<file path="config.mk">
export PLATFORM = sky130hd
export DESIGN_NAME = madd_msub_ctrl
export DESIGN_NICKNAME = d
export VERILOG_FILES = /design/src/rtl/madd_msub_ctrl.sv
export SDC_FILE = /design/constraint.sdc
export NUM_CORES = 1
export LEC_CHECK = 0
export CELL_PAD_IN_SITES_DETAIL_PLACEMENT = 0
export CELL_PAD_IN_SITES_GLOBAL_PLACEMENT = 1
export CORE_MARGIN = 2
export CORE_UTILIZATION = 29
export CTS_CLUSTER_DIAMETER = 40
export DETAILED_ROUTE_END_ITERATION = 16
export PLACE_DENSITY_LB_ADDON = 0.1
export SLEW_MARGIN = 15
export SYNTH_ARGS = -nofsm -noshare
export SYNTH_HDL_FRONTEND = slang
export SYNTH_SLANG_ARGS = --single-unit
</file>
<file path="constraint.sdc">
create_clock -name clk -period 1.59 [get_ports clk]
set_input_delay 0.318 -clock clk [delete_from_list [all_inputs] [get_ports clk]]
set_output_delay 0.318 -clock clk [all_outputs]
set_load 0.03 [all_outputs]
</file>
<file path="src/rtl/madd_msub_ctrl.sv">
// madd_msub_ctrl: word-serial load, two fixed 16-cycle add/sub passes and result
// streaming for the 256-bit modular add/subtract datapath.
module madd_msub_ctrl #(
    parameter int WORDS = 16
) (
    input  logic       clk,
    input  logic       rst,
    input  logic       start,
    input  logic [1:0] op,
    input  logic       in_valid,
    output logic       in_ready,
    output logic       out_valid,
    input  logic       out_ready,
    output logic       out_sel,
    output logic       busy,
    output logic       done,
    input  logic       sign_a_b,
    input  logic       sign_a_b_p,
    output logic       rega_we,
    output logic       regb_we,
    output logic       regp_we,
    output logic       regs0_we,
    output logic       regs1_we,
    output logic       dff1_we,
    output logic       rega_cyc,
    output logic       regb_cyc,
    output logic       regp_cyc,
    output logic       regs0_cyc,
    output logic       regs1_cyc,
    output logic       carry_sel,
    output logic       mux0_sel,
    output logic       mux1_sel,
    output logic       add_sub
);
    typedef enum logic [2:0] {IDLE, LOAD_P, LOAD_A, LOAD_B, PASS1, PASS2, OUT, DONE} state_t;
    state_t     state, state_n;
    logic [3:0] cnt;
    logic       sub, neg, sel, last, step;
    assign last    = cnt == 4'(WORDS - 1);
    assign out_sel = sel;
    always_ff @(posedge clk) begin
        if (rst) begin
            state <= IDLE;
            cnt   <= '0;
            sub   <= 1'b0;
            neg   <= 1'b0;
            sel   <= 1'b0;
        end else begin
            state <= state_n;
            cnt   <= step ? cnt + 4'd1 : cnt;
            if (state == IDLE && start && !op[1]) sub <= op[0];
            if (state == PASS1 && last && sub) neg <= sign_a_b;
            // a+b < p keeps S0; a-b < 0 takes S1 = S0 + P
            if (state == PASS2 && last) sel <= sub ? neg : ~sign_a_b_p;
            else if (state == DONE) sel <= 1'b0;
        end
    end
    always_comb begin
        state_n   = state;
        busy      = state != IDLE;
        in_ready  = 1'b0;
        out_valid = 1'b0;
        done      = 1'b0;
        rega_we   = 1'b0;
        regb_we   = 1'b0;
        regp_we   = 1'b0;
        regs0_we  = 1'b0;
        regs1_we  = 1'b0;
        dff1_we   = 1'b0;
        rega_cyc  = 1'b0;
        regb_cyc  = 1'b0;
        regp_cyc  = 1'b0;
        regs0_cyc = 1'b0;
        regs1_cyc = 1'b0;
        carry_sel = 1'b0;
        mux0_sel  = 1'b0;
        mux1_sel  = 1'b0;
        add_sub   = 1'b0;
        case (state)
            IDLE:   state_n = !start ? IDLE : op == 2'b10 ? LOAD_P : op[1] ? IDLE : LOAD_A;
            LOAD_P: begin
                in_ready = 1'b1;
                regp_we  = in_valid;
                state_n  = in_valid && last ? DONE : LOAD_P;
            end
            LOAD_A: begin
                in_ready = 1'b1;
                rega_we  = in_valid;
                state_n  = in_valid && last ? LOAD_B : LOAD_A;
            end
            LOAD_B: begin
                in_ready = 1'b1;
                regb_we  = in_valid;
                state_n  = in_valid && last ? PASS1 : LOAD_B;
            end
            PASS1: begin
                regs0_we  = 1'b1;
                rega_cyc  = 1'b1;
                regb_cyc  = 1'b1;
                add_sub   = sub;
                carry_sel = cnt != 4'd0;
                dff1_we   = last;
                state_n   = last ? PASS2 : PASS1;
            end
            PASS2: begin
                regs1_we  = 1'b1;
                regs0_cyc = 1'b1;
                regp_cyc  = 1'b1;
                mux0_sel  = 1'b1;
                mux1_sel  = 1'b1;
                add_sub   = ~sub;
                carry_sel = cnt != 4'd0;
                state_n   = last ? OUT : PASS2;
            end
            OUT: begin
                out_valid = 1'b1;
                regs0_cyc = out_ready & ~sel;
                regs1_cyc = out_ready & sel;
                state_n   = out_ready && last ? DONE : OUT;
            end
            DONE: begin
                done    = 1'b1;
                state_n = IDLE;
            end
            default: state_n = IDLE;
        endcase
        step = (in_ready & in_valid) | (out_valid & out_ready) | (state == PASS1) | (state == PASS2);
    end
endmodule

</file>
==> out/qor.csv <==
stage,metric,value,unit
status,status,"complete, but fails checks",
status,violations,setup timing,
clock_tree,cts-root-buf,clkbuf_4,
clock_tree,clock-sinks,10,
floorplan,die_h,53.5,um
cells_and_area,fin_util,0.507,
drt,wl_per_cell,13.1,um
cells_and_area,multi_input_area,487,sq um
hold_path,min-delay-start,out_sel,
sta,slew_violations,0,
yosys,synth_xor_area_frac,0.0246,
job,maxCapViolCount,0,
hold_path,hold_class,flip-flop to flip-flop,
yosys,synth_edf_count,0,
setup_path,cp_max_fo,3,
cells_and_area,fin_nets,140,
yosys,synth_nets,103,
placed_design,dp_hpwl,1470,um
global_route,grt_pass1_vias,696,
floorplan,rows,17,
setup_path,reg2regPathDepth,6,
pwr,p_comb_frac,0.324,
pwr,p_switching,218,uW
yosys,yosys.area_share.simple,0.296,
drt,ant_nets,0,
hold_path,worstHoldEndpoint,out_sel,
cells_and_area,final_common_cell,buf_4,
drt,drc,0,
floorplan,dieArea,2860,sq um
pwr,swShare,0.320,
sta,skew,0.00341,ns
sta,fin_crit_sh,1.02,
sta,period_minus_slack,1.63,ns
yosys,yosysWarningCount,0,
yosys,synth_adder_area_share,0.0352,
hold_path,hold_depth,2,
clock_tree,clockBufferDepth,2,
global_route,grt_use_total,0.159,
cells_and_area,diodes,0,
floorplan,io_pins,29,
global_route,grt_use_met3,0.0339,
yosys,synth_cell_types,35,
setup_path,rr_endpoint,state[0],
clock_tree,cts_buffers,3,
yosys,synth_top_area_frac,0.282,
cells_and_area,layout_common_cells,"buf_4 (25), nor2_1 (16)",
setup_path,arrival,1.31,ns
setup_path,r2r-start,cnt[1],
yosys,ys_seq_area_frac,0.282,
global_route,grt-ovfl-total,0,
sta,fmax,614,MHz
setup_path,critical_path_class,flip-flop to output port,
clock_tree,path_clk_slew,0.07,ns
drt,drtIter0Drc,16,
pwr,p_total,679,uW
sta,final-setup-viol-count,3,
drt,drt-total-wl,2030,um
sta,setup_ws,-0.0375,ns
sta,rsz0062_at_grt,yes,
sta,hold_viol,0,
setup_path,cp-start-kind,flip-flop,
setup_path,required,1.27,ns
global_route,antenna_found_initial,0,
global_route,use_met1,0.225,
floorplan,core,2250,sq um
cells_and_area,fillers,229,
setup_path,end_kind,output port,
yosys,synth_area_leaders,"dfxtp_1 (28%), nor2_1 (8.5%), buf_4 (6.3%)",
yosys,synth_top_family_by_area,simple AND/OR/NAND/NOR gates,
pwr,p_leak,0.480,nW
yosys,async_flop_share,0,
sta,tightest_slew,0.419,ns
pwr,intPower,462,uW
cells_and_area,area_growth,60.9,%
yosys,yosys_register_bits,10,
yosys,syn_area,711,sq um
pwr,max-vdd-ir-drop,0.000495,V
placed_design,gp_congestion,0.756,
yosys,syn_avg_cell_area,7.72,sq um
yosys,synth_top_area_cell,dfxtp_1,
sta,slew_headroom,0.720,
pwr,clockPowerShare,0.261,
clock_tree,cts_tree,built,
yosys,syn_inst,92,
cells_and_area,final_area,1140,sq um
drt,vias,775,
placed_design,place_area,996,sq um
global_route,use_met2,0.237,
setup_path,r2r_slack,0.15,ns
floorplan,initial_utilization,0.315,
yosys,synth_compound_area_frac,0.194,
yosys,synth_mux_area_frac,0.0423,
clock_tree,htreeDepth,1,
floorplan,die_x,53.5,um
placed_design,io_buffers,28,
yosys,synth_ff_type,dfxtp_1,
cells_and_area,drive_gt1_frac,0.449,
global_route,grt_max_degree,11,
pwr,cellPowerDensity,594,nW/um^2
cells_and_area,seqCellArea,218,sq um
global_route,busiest_layer,met2,
pwr,seqPwrFrac,0.415,
drt,first_pass_iters,4,
drt,vias_per_cell,5.00,
global_route,grt_first_pass_wirelength,3270,um
clock_tree,clkLatencyLatePin,0.26,ns
placed_design,post-place-ws,-0.0686,ns
-- synth_stat cells (2+ instances only) --
cell / n
mux2i_1: 3
buf_6: 2
inv_1: 4
nor3_1: 3
o221ai_1: 2
nand3_1: 4
dfxtp_1: 10
nand2_1: 6
a21oi_1: 6
or3_1: 2
o21ai_0: 3
buf_4: 6
nor2_1: 16
a211oi_1: 2
nand2b_1: 2
ha_1: 2
-- cells by family after synthesis --
| logic type | after synthesis |
|---|---|
| compound gates | 20 |
| xor+xnor | 2 |
| fa+ha+maj | 2 |
| buf+inv | 14 |
| flops | 10 |
| mux | 3 |
| simple gates | 41 |
-- state kept, by name, indices dropped and copies added (netlist names) --
signal / count
sub: 1
out_sel: 1
cnt: 4
state: 3
neg: 1
-- worst max path at each step --
stage                   start         to
floorplan            state[0]    add_sub
global placement    out_ready  regs0_cyc
detailed placement  out_ready  regs0_cyc
CTS                    cnt[1]    dff1_we
global route           cnt[1]    dff1_we
finish                 cnt[1]  carry_sel
-- metrics by stage --
step	TNS (ns)	hold slack [ns]	std cells
5_1_grt	-0.469	0.591	155
3_5_place_dp	-0.191	0.517	148
4_1_cts	-0.129	0.537	152
6_report	-0.0644	0.537	155
2_1_floorplan	-0.129	0.462	92
3_3_place_gp	-0.172	0.514	148
-- area by class of cell --
type	count	area share
Multi-Input combinational cell	68	0.426
Timing Repair Buffer	41	0.315
Sequential cell	10	0.190
Tap cell	28	0.0306
Clock buffer	3	0.0197
Inverter	5	0.0186
-- routing by layer --
metal / up-vias / part of all wire / wire [um]
met5: - / 0 / 0
met4: 0 / 0.0084 / 17
met3: 2 / 0.069 / 141
met2: 32 / 0.44 / 900
met1: 351 / 0.48 / 973
li1: 390 / - / -
-- power groups by stage --
stage	Clock (mW)	Combinational (mW)	Sequential, mW
floorplan	0	0.130	0.276
global placement	0	0.194	0.282
detailed placement	0	0.194	0.281
CTS	0.182	0.199	0.280
global route	0.197	0.238	0.284
finish	0.178	0.220	0.282
-- what timing repair did --
item	4_1_cts	5_1_grt
hold buffers	0	0
endpoints found under the setup margin	12	14
pin swaps	2	3
buffers inserted	1	3
resized for setup	14	17
-- worst max-delay path: stages (launching register included) --
cell and delay [ns]:
dfxtp_4 0.37, buf_6 0.11, inv_4 0.03, ha_4 0.14, a211oi_2 0.21, buf_4 0.19
Power figures use the tool's default switching activity.
